### src/rtl/i2c_pkg.sv
`default_nettype none
// ---------------------------------------------------------------------------
// i2c_pkg : shared constants and FSM state type for the I2C target engine
// Rev 1.0
// ---------------------------------------------------------------------------
package i2c_pkg;

  localparam logic [6:0] I2C_DEFAULT_ADDR = 7'h6B;
  localparam logic       I2C_RW_READ      = 1'b1;

  typedef enum logic [2:0] {
    ST_IDLE      = 3'd0,
    ST_ADDR      = 3'd1,
    ST_ADDR_ACK  = 3'd2,
    ST_WRITE     = 3'd3,
    ST_WRITE_ACK = 3'd4,
    ST_READ      = 3'd5,
    ST_READ_ACK  = 3'd6,
    ST_WAIT_STOP = 3'd7
  } i2c_state_e;

endpackage
`default_nettype wire

### src/rtl/i2c_bus_sync.sv
`default_nettype none
// ---------------------------------------------------------------------------
// i2c_bus_sync : SCL/SDA synchronizers, registered edge and START/STOP pulses
// Rev 1.0
// ---------------------------------------------------------------------------
module i2c_bus_sync (
  input  logic clk,
  input  logic rst_n,
  input  logic scl_in,
  input  logic sda_in,
  output logic scl_rise,
  output logic scl_fall,
  output logic sda_s,
  output logic start_det,
  output logic stop_det
);

  logic r_scl_meta, r_scl_s, r_scl_prev;
  logic r_sda_meta, r_sda_s, r_sda_prev;
  logic r_scl_rise, r_scl_fall, r_start, r_stop;

  // Idle bus is high, so resetting the pipeline high avoids false edges.
  always_ff @(posedge clk or negedge rst_n) begin
    if (!rst_n) begin
      r_scl_meta <= 1'b1;
      r_scl_s    <= 1'b1;
      r_scl_prev <= 1'b1;
      r_sda_meta <= 1'b1;
      r_sda_s    <= 1'b1;
      r_sda_prev <= 1'b1;
      r_scl_rise <= 1'b0;
      r_scl_fall <= 1'b0;
      r_start    <= 1'b0;
      r_stop     <= 1'b0;
    end else begin
      r_scl_meta <= scl_in;
      r_scl_s    <= r_scl_meta;
      r_scl_prev <= r_scl_s;
      r_sda_meta <= sda_in;
      r_sda_s    <= r_sda_meta;
      r_sda_prev <= r_sda_s;
      r_scl_rise <= r_scl_s & ~r_scl_prev;
      r_scl_fall <= ~r_scl_s & r_scl_prev;
      r_start    <= r_scl_s & r_scl_prev & r_sda_prev & ~r_sda_s;
      r_stop     <= r_scl_s & r_scl_prev & ~r_sda_prev & r_sda_s;
    end
  end

  assign scl_rise  = r_scl_rise;
  assign scl_fall  = r_scl_fall;
  assign sda_s     = r_sda_prev;
  assign start_det = r_start;
  assign stop_det  = r_stop;

endmodule
`default_nettype wire

### src/rtl/i2c_target_responder.sv
`default_nettype none
// ---------------------------------------------------------------------------
// i2c_target_responder : 7-bit address I2C target with local rx/tx handshake
// Rev 1.0
// ---------------------------------------------------------------------------
module i2c_target_responder
  import i2c_pkg::*;
#(
  parameter logic [6:0] SLAVE_ADDR = I2C_DEFAULT_ADDR
) (
  input  logic       clk,
  input  logic       rst_n,
  input  logic       scl_in,
  input  logic       sda_in,
  output logic       sda_oe,
  output logic [7:0] rx_data,
  output logic       rx_valid,
  input  logic       rx_ready,
  input  logic [7:0] tx_data,
  output logic       tx_req,
  output logic       busy,
  output logic       start_det,
  output logic       stop_det
);

  logic w_scl_rise, w_scl_fall, w_sda_s, w_start, w_stop;

  i2c_bus_sync u_sync (
    .clk       (clk),
    .rst_n     (rst_n),
    .scl_in    (scl_in),
    .sda_in    (sda_in),
    .scl_rise  (w_scl_rise),
    .scl_fall  (w_scl_fall),
    .sda_s     (w_sda_s),
    .start_det (w_start),
    .stop_det  (w_stop)
  );

  i2c_state_e r_state, w_state_n;
  logic [2:0] r_cnt, w_cnt_n;
  logic [6:0] r_shift, w_shift_n;
  logic [7:0] r_rx_data, w_rx_data_n;
  logic       r_sda_oe, w_sda_oe_n;
  logic       r_rx_valid, w_rx_valid_n;
  logic       r_tx_req, w_tx_req_n;
  logic       r_busy, w_busy_n;
  logic       r_rw, w_rw_n;
  logic       r_phase, w_phase_n;
  logic       r_ack, w_ack_n;
  logic [7:0] w_byte;

  assign w_byte = {r_shift, w_sda_s};

  always_ff @(posedge clk or negedge rst_n) begin
    if (!rst_n) begin
      r_state    <= ST_IDLE;
      r_cnt      <= 3'd7;
      r_shift    <= 7'h00;
      r_rx_data  <= 8'h00;
      r_sda_oe   <= 1'b0;
      r_rx_valid <= 1'b0;
      r_tx_req   <= 1'b0;
      r_busy     <= 1'b0;
      r_rw       <= 1'b0;
      r_phase    <= 1'b0;
      r_ack      <= 1'b0;
    end else begin
      r_state    <= w_state_n;
      r_cnt      <= w_cnt_n;
      r_shift    <= w_shift_n;
      r_rx_data  <= w_rx_data_n;
      r_sda_oe   <= w_sda_oe_n;
      r_rx_valid <= w_rx_valid_n;
      r_tx_req   <= w_tx_req_n;
      r_busy     <= w_busy_n;
      r_rw       <= w_rw_n;
      r_phase    <= w_phase_n;
      r_ack      <= w_ack_n;
    end
  end

  // r_phase marks the second half of an ACK slot, or "byte complete" in READ.
  always_comb begin
    w_state_n    = r_state;
    w_cnt_n      = r_cnt;
    w_shift_n    = r_shift;
    w_rx_data_n  = r_rx_data;
    w_sda_oe_n   = r_sda_oe;
    w_rx_valid_n = 1'b0;
    w_tx_req_n   = 1'b0;
    w_busy_n     = r_busy;
    w_rw_n       = r_rw;
    w_phase_n    = r_phase;
    w_ack_n      = r_ack;

    if (w_stop) begin
      w_state_n  = ST_IDLE;
      w_sda_oe_n = 1'b0;
      w_busy_n   = 1'b0;
      w_phase_n  = 1'b0;
    end else if (w_start) begin
      w_state_n  = ST_ADDR;
      w_cnt_n    = 3'd7;
      w_sda_oe_n = 1'b0;
      w_busy_n   = 1'b0;
      w_phase_n  = 1'b0;
    end else begin
      case (r_state)
        ST_IDLE: begin
        end
        ST_ADDR: begin
          if (w_scl_rise) begin
            w_shift_n = w_byte[6:0];
            w_cnt_n   = r_cnt - 3'd1;
            if (r_cnt == 3'd0) begin
              w_phase_n = 1'b0;
              if (w_byte[7:1] == SLAVE_ADDR) begin
                w_state_n = ST_ADDR_ACK;
                w_busy_n  = 1'b1;
                w_rw_n    = w_byte[0];
              end else begin
                w_state_n = ST_WAIT_STOP;
              end
            end
          end
        end
        ST_ADDR_ACK: begin
          if (w_scl_fall) begin
            if (!r_phase) begin
              w_sda_oe_n = 1'b1;
              w_phase_n  = 1'b1;
            end else begin
              w_phase_n = 1'b0;
              if (r_rw == I2C_RW_READ) begin
                w_state_n  = ST_READ;
                w_shift_n  = tx_data[6:0];
                w_sda_oe_n = ~tx_data[7];
              end else begin
                w_state_n  = ST_WRITE;
                w_sda_oe_n = 1'b0;
              end
            end
          end else if (w_scl_rise && r_phase && (r_rw == I2C_RW_READ)) begin
            w_tx_req_n = 1'b1;
          end
        end
        ST_WRITE: begin
          if (w_scl_rise) begin
            w_shift_n = w_byte[6:0];
            w_cnt_n   = r_cnt - 3'd1;
            if (r_cnt == 3'd0) begin
              w_rx_data_n  = w_byte;
              w_rx_valid_n = rx_ready;
              w_ack_n      = rx_ready;
              w_phase_n    = 1'b0;
              w_state_n    = ST_WRITE_ACK;
            end
          end
        end
        ST_WRITE_ACK: begin
          if (w_scl_fall) begin
            if (!r_phase) begin
              w_sda_oe_n = r_ack;
              w_phase_n  = 1'b1;
            end else begin
              w_sda_oe_n = 1'b0;
              w_phase_n  = 1'b0;
              w_busy_n   = r_ack;
              w_state_n  = r_ack ? ST_WRITE : ST_WAIT_STOP;
            end
          end
        end
        ST_READ: begin
          if (w_scl_rise) begin
            w_cnt_n = r_cnt - 3'd1;
            if (r_cnt == 3'd0) w_phase_n = 1'b1;
          end else if (w_scl_fall) begin
            if (r_phase) begin
              w_sda_oe_n = 1'b0;
              w_phase_n  = 1'b0;
              w_state_n  = ST_READ_ACK;
            end else begin
              w_sda_oe_n = ~r_shift[6];
              w_shift_n  = {r_shift[5:0], 1'b0};
            end
          end
        end
        ST_READ_ACK: begin
          if (w_scl_rise) begin
            if (!w_sda_s) begin
              w_tx_req_n = 1'b1;
              w_phase_n  = 1'b1;
            end else begin
              w_state_n = ST_WAIT_STOP;
              w_busy_n  = 1'b0;
            end
          end else if (w_scl_fall && r_phase) begin
            w_phase_n  = 1'b0;
            w_state_n  = ST_READ;
            w_shift_n  = tx_data[6:0];
            w_sda_oe_n = ~tx_data[7];
          end
        end
        ST_WAIT_STOP: begin
          w_sda_oe_n = 1'b0;
          w_busy_n   = 1'b0;
        end
        default: begin
          w_state_n  = ST_IDLE;
          w_sda_oe_n = 1'b0;
        end
      endcase
    end
  end

  assign sda_oe    = r_sda_oe;
  assign rx_data   = r_rx_data;
  assign rx_valid  = r_rx_valid;
  assign tx_req    = r_tx_req;
  assign busy      = r_busy;
  assign start_det = w_start;
  assign stop_det  = w_stop;

endmodule
`default_nettype wire

### config.mk
export PLATFORM = sky130hd
export DESIGN_NAME = i2c_target_responder
export DESIGN_NICKNAME = d
export VERILOG_FILES = /design/src/rtl/i2c_pkg.sv /design/src/rtl/i2c_bus_sync.sv /design/src/rtl/i2c_target_responder.sv
export SDC_FILE = /design/constraint.sdc
export NUM_CORES = 1
export LEC_CHECK = 0
export CAP_MARGIN = 20
export CORE_ASPECT_RATIO = 2
export CORE_UTILIZATION = 53
export DETAILED_ROUTE_END_ITERATION = 6
export GPL_ROUTABILITY_DRIVEN = 0
export PLACE_DENSITY = 0.89
export SLEW_MARGIN = 25
export SYNTH_ARGS = -nofsm -noshare
export SYNTH_HDL_FRONTEND = slang
export SYNTH_SLANG_ARGS = --single-unit
### constraint.sdc
create_clock -name clk -period 2.25 [get_ports clk]
set_input_delay 0.225 -clock clk [delete_from_list [all_inputs] [get_ports clk]]
set_output_delay 0.225 -clock clk [all_outputs]
set_load 0.01 [all_outputs]
==> metrics.csv, run 1 <==
stage,metric,value,unit
outcome,run status,"complete, no violations",
die,Cell Rows,32,
worst_setup_path,CP endpoint kind,register,
clocking,CTS H-tree depth,2,
clocking,Clock Tree Buf Depth,2,
global_route,largest net degree at the start of global routing,39,
global_route,GRT Total Usage,0.2793,
power,ratio of total power to cell area,1134,nW/um^2
detailed_routing,number of DRC markers in iteration 0,90,
place,pre-CTS WS,0.3336,ns
yosys,"Async S/R FF share, synth",1.000,
yosys,dominant cells by area after synthesis,"dfrtp_1 (34%), mux2_2 (13%), dfstp_2 (11%)",
die,die footprint,4322,sq um
clocking,total clock buffers created by CTS,5,
detailed_routing,# DRC,0,
yosys,most frequent cell after synthesis,dfrtp_1,
timing,RSZ-0062 raised after global routing,false,
worst_setup_path,Worst Path Max Fanout,10,
detailed_routing,drt total wl,5.256,mm
yosys,mux share of post-synthesis cell area,0.1399,
yosys,Synth top area share,0.3382,
min_path,worst hold path type,in2async,
worst_setup_path,RR Startpoint,r_cnt[0],
global_route,vias in the first global route,1759,
worst_setup_path,crit path from,r_cnt[0],
detailed_routing,drt first pass iters,4,
timing,Hold WS,0.02634,ns
yosys,Syn Nets,223,
die,Starting Density,0.5583,
detailed_routing,via count,1772,
power,Max IR drop VDD,1015,uV
timing,Fmax,0.5091,GHz
worst_setup_path,CP startpoint kind,register,
yosys,largest area contributor in the netlist,dfrtp_1,
place,DP HPWL,3.618,mm
yosys,synthesized cell area,2146,sq um
worst_setup_path,"Arr. time, crit path",2.14,ns
yosys,compound-gate portion of the synthesized area,0.1755,
final_layout,Fill cells,317,
timing,Max Clock Skew,0.003047,ns
yosys,"Top FF cell, synth",dfrtp_1,
place,number of port buffers,26,
timing,"Slew Viols, Final",0,
worst_setup_path,Worst Path Required,2.42,ns
clocking,clock slew at reported path FFs,0.08,ns
die,I/O pin cnt,27,
final_layout,layout cells sized above 1,0.2627,
global_route,initial antenna violation count,0,
power,Pleak,1.071,nW
timing,measured slew at the worst slew-check pin,0.8176,ns
clocking,root buffer cell,clkbuf_8,
power,Overall Power,2.878,mW
die,Die X,46.99,microns
yosys,largest family of logic cells by synthesized area,compound AO/OA/AOI/OAI gates,
yosys,Syn Area/Cell,10.32,sq um
clocking,CTS tree,done,
yosys,simple logic cell fraction of the synthesized area,0.1685,
final_layout,area grow syn2layout,18.31,%
timing,Final period util,0.8730,
global_route,first-pass GRT wire length,8.514,mm
yosys,"EDFF count, synth",0,
detailed_routing,Avg WL per Cell,18.31,microns
timing,Final Hold Vio Count,0,
job,max cap viols,0,
clocking,hold_buf cts,0,
timing,slew margin rel.,0.4549,
detailed_routing,post-route ant nets,0,
timing,Setup TNS,0,ns
yosys,"Distinct cells, synth",52,
yosys,xor/xnor share of the synthesized area,0.004082,
die,core footprint,3844,sq um
detailed_routing,Via-to-Cell Ratio,6.174,
final_layout,nets@finish,250,
worst_setup_path,Setup Crit Path Kind,reg2reg,
global_route,grt total ovfl,0,
clocking,# Post-CTS Setup Buffers,0,
die,Die H,91.99,microns
timing,setup violators final,0,
yosys,"FF+latch count, synth",38,
yosys,Adder-Cell Fraction of Synth Area,0.01166,
yosys,post-synthesis sequential area ratio,0.4484,
final_layout,n_diodes,0,
yosys,Synth top cells by count,"dfrtp_1 (29), mux2_2 (24), nor2_1 (15), nand2_1 (14), a21oi_1 (13)",
yosys,gate count of the mapped netlist,208,
yosys,Synth warnings,0,
clocking,worst skew pair latency,0.29,ns
clocking,clk sinks,38,
timing,post-layout minimum cycle time,1.964,ns
clocking,Post-CTS Resized,0,
timing,Setup WS post-layout,0.2858,ns
[per-stage QoR]
stage               instance area (sq um)  utilization  cells
floorplan                            2146            -    208
global placement                     2440       0.6348    279
detailed placement                   2440       0.6348    279
CTS                                  2539       0.6605    287
global route                         2539       0.6605    287
finish                               2539       0.6605    287
[cells in the final DEF, fill, tap and decap left out, types with 2 or more instances in the layout]
| cell type | count |
|---|---|
| or2_2 | 4 |
| buf_4 | 7 |
| nor2_1 | 15 |
| dfrtp_1 | 29 |
| clkbuf_8 | 6 |
| nor3_1 | 3 |
| a311oi_1 | 3 |
| a21o_1 | 2 |
| mux2_2 | 24 |
| o32ai_1 | 2 |
| nand2_1 | 14 |
| a31oi_1 | 3 |
| nor3b_1 | 3 |
| a21oi_1 | 13 |
| mux2i_1 | 3 |
| a32oi_1 | 3 |
| dfstp_2 | 9 |
| o21ai_0 | 8 |
| nor2b_1 | 7 |
| inv_1 | 9 |
| and2b_1 | 2 |
| clkdlybuf4s50_1 | 25 |
| nand4b_1 | 2 |
| o21a_1 | 3 |
| ha_1 | 2 |
| nand3_1 | 8 |
[worst max-delay path: stages (launching register included)]
cell	delay (ns)
dfstp_2	0.39
inv_1	0.08
ha_1	0.13
nor2b_1	0.33
and3_1	0.26
nand3_2	0.26
mux2_2	0.38
[power by group]
group / switching, mW / internal [mW]
Clock: 0.246 / 0.252
Combinational: 0.644 / 0.628
Sequential: 0.231 / 0.878
[routing by layer]
metal / wire (microns) / global-route usage
met5: 0 / 0
met4: 220 / 0.1619
met3: 202 / 0.02953
met2: 2880 / 0.4525
met1: 1953 / 0.3382
[cell families after synthesis]
| group | after synthesis |
|---|---|
| xor+xnor | 1 |
| mux | 27 |
| compound gates | 51 |
| flops | 38 |
| fa+ha+maj | 2 |
| buf+inv | 22 |
| simple gates | 67 |
[worst paths after layout]
check	end	slack, ns	depth (start not counted)
max	rx_data[3]	0.29	6
max reg2reg	rx_data[3]	0.29	6
min reg2reg	u_sync.r_scl_s	0.36	0
min in group clk	u_sync.r_scl_meta	0.34	1
min	tx_req	0.03	1
max in group asynchronous	r_phase	1.71	1
[sequential cells by signal (all words and copies together) (netlist names), 3 cells and up]
name     cells
r_state      3
rx_data      8
r_cnt        3
r_shift      7
[layout make-up]
cell class / count / area (sq um) / share of cell area
Clock buffer: 6 / 82.58 / 0.03253
Clock inverter: 2 / 16.27 / 0.006407
Inverter: 9 / 33.78 / 0.01331
Multi-Input combinational cell: 148 / 1072 / 0.4224
Sequential cell: 38 / 962.2 / 0.3790
Tap cell: 51 / 63.81 / 0.02514
Timing Repair Buffer: 33 / 307.8 / 0.1212
No activity file was read; power rests on OpenSTA's default activity.
==> run 2: changes to the inputs <==
--- a/config.mk
+++ b/config.mk
@@ -11,6 +11,7 @@
 export DETAILED_ROUTE_END_ITERATION = 6
 export GPL_ROUTABILITY_DRIVEN = 0
 export PLACE_DENSITY = 0.89
+export REMOVE_ABC_BUFFERS = 1
 export SLEW_MARGIN = 25
 export SYNTH_ARGS = -nofsm -noshare
 export SYNTH_HDL_FRONTEND = slang
==> metrics.csv, run 2 (same netlist as run 1, synthesis figures left out) <==
stage,metric,value,unit,change
clocking,CTS tree,done,,unchanged
clocking,root buffer cell,clkbuf_8,,unchanged
clocking,clock slew at reported path FFs,0.08,ns,about the same
place,DP HPWL,3.779,mm,was 3.618 mm
die,Die H,91.99,microns,unchanged
detailed_routing,# DRC,0,,unchanged
job,max cap viols,0,,unchanged
clocking,# Post-CTS Setup Buffers,0,,unchanged
clocking,hold_buf cts,0,,unchanged
final_layout,Largest register FFs,8,,unchanged
timing,"Slew Viols, Final",0,,unchanged
timing,Final period util,0.9006,,was 0.8730
timing,Fmax,0.4935,GHz,was 0.5091 GHz
clocking,Clock Tree Buf Depth,2,,unchanged
die,Starting Density,0.5583,,unchanged
timing,measured slew at the worst slew-check pin,0.8059,ns,was 0.8176 ns
final_layout,nets@finish,253,,was 250
detailed_routing,Avg WL per Cell,18.24,microns,was 18.31 microns
detailed_routing,drt first pass iters,4,,unchanged
timing,Max Clock Skew,0.008349,ns,was 0.003047 ns
detailed_routing,Detail Route met3 WL,154,microns,was 202 microns
final_layout,layout cells sized above 1,0.2720,,was 0.2627
final_layout,final std cells w/o fill,290,,was 287
timing,Final Hold Vio Count,0,,unchanged
final_layout,"commonest non-fill, non-tap cell in the layout",dfrtp_1,,unchanged
global_route,initial antenna violation count,0,,unchanged
worst_setup_path,Worst Path Required,2.45,ns,was 2.42 ns
detailed_routing,post-route ant nets,0,,unchanged
detailed_routing,Via-to-Cell Ratio,6.252,,was 6.174
worst_setup_path,CP startpoint kind,register,,unchanged
clocking,worst skew pair latency,0.29,ns,about the same
power,Pleak,1.083,nW,was 1.071 nW
worst_setup_path,Worst Path Max Fanout,10,,unchanged
worst_setup_path,"Arr. time, crit path",2.22,ns,was 2.14 ns
place,number of port buffers,26,,unchanged
power,ratio of total power to cell area,1126,nW/um^2,was 1134 nW/um^2
timing,slew margin rel.,0.4627,,was 0.4549
final_layout,n_diodes,0,,unchanged
global_route,vias in the first global route,1923,,was 1759
global_route,GRT Total Usage,0.2887,,was 0.2793
timing,Setup TNS,0,ns,unchanged
die,core footprint,3844,sq um,unchanged
global_route,grt total ovfl,0,,unchanged
timing,post-layout minimum cycle time,2.026,ns,was 1.964 ns
worst_setup_path,Setup Crit Path Kind,reg2reg,,unchanged
detailed_routing,Top Layer Used,met4,,unchanged
global_route,largest net degree at the start of global routing,39,,unchanged
detailed_routing,met1 WL,1.807,mm,was 1.953 mm
die,Cell Rows,32,,unchanged
detailed_routing,number of DRC markers in iteration 0,74,,was 90
clocking,total clock buffers created by CTS,5,,unchanged
timing,setup violators final,0,,unchanged
min_path,worst hold path type,in2async,,unchanged
detailed_routing,via count,1813,,was 1772
detailed_routing,met2 WL,3.044,mm,was 2.880 mm
clocking,Post-CTS Resized,0,,unchanged
final_layout,area grow syn2layout,19.18,%,was 18.31%
clocking,clk sinks,38,,unchanged
worst_setup_path,CP endpoint kind,register,,unchanged
final_layout,Post-Route Utilization,0.6654,,was 0.6605
outcome,run status,"complete, no violations",,unchanged
die,I/O pin cnt,27,,unchanged
global_route,first-pass GRT wire length,8.804,mm,was 8.514 mm
die,die footprint,4322,sq um,unchanged
die,Die X,46.99,microns,unchanged
final_layout,most frequent cells in the layout,"dfrtp_1 (29), clkdlybuf4s50_1 (25), mux2_2 (24)",,unchanged
clocking,CTS H-tree depth,2,,unchanged
place,cell count after placement,282,,was 279
timing,RSZ-0062 raised after global routing,false,,unchanged
power,Max IR drop VDD,919.6,uV,was 1015 uV
detailed_routing,drt total wl,5.289,mm,was 5.256 mm
-- run 2: metrics by stage --
step	power, mW	cell area [sq um]	hold slack (ns)	setup slack [ns]
after CTS	2.866	2557	0.05122	0.2434
final	2.881	2557	0.01888	0.2236
after global routing	3.049	2557	0.09354	0.002660
after detailed placement	2.366	2462	0.3520	0.3201
after global placement	2.315	2462	0.3470	0.3532
after floorplan	1.925	2068	-0.07059	0.2636
-- run 2: layout make-up --
class,count,area [sq um]
sequential,38,962.2
multi-input combinational,148,1072
tap,51,63.81
clock inverter,2,12.51
fill,315,1286
inverter,9,33.78
clock buffer,6,82.58
timing repair buffer,36,330.3
-- run 2: final timing paths --
kind | start | endpoint | slack [ns] | depth (start not counted)
max | r_state[1] | r_state[0] | 0.22 | 6
min | rst_n | r_rw | 0.02 | 1
max reg2reg | r_state[1] | r_state[0] | 0.22 | 6
min reg2reg | u_sync.r_sda_meta | u_sync.r_sda_s | 0.36 | 0
max in group asynchronous | rst_n | rx_data[1] | 1.71 | 1
min in group clk | scl_in | u_sync.r_scl_meta | 0.35 | 1
-- run 2: routing by layer --
layer  global-route usage  up-vias
met5                    0        -
met4               0.2024        0
met3              0.04528       30
met2               0.4722       63
met1               0.3152      909
li1                     -      811
-- run 2: power breakdown --
group	internal, mW	total [mW]	switching (mW)	leakage (nW)
registers	0.877	1.13	0.252	0.469
clock network	0.246	0.486	0.240	0.0472
logic	0.647	1.27	0.618	0.567
-- run 2: worst max-delay path: stages, from the launching register on --
cell and delay (ns):
dfrtp_1 0.50, buf_4 0.22, inv_1 0.13, nand2_1 0.11
o311ai_1 0.55, a211oi_1 0.16, a311oi_1 0.26
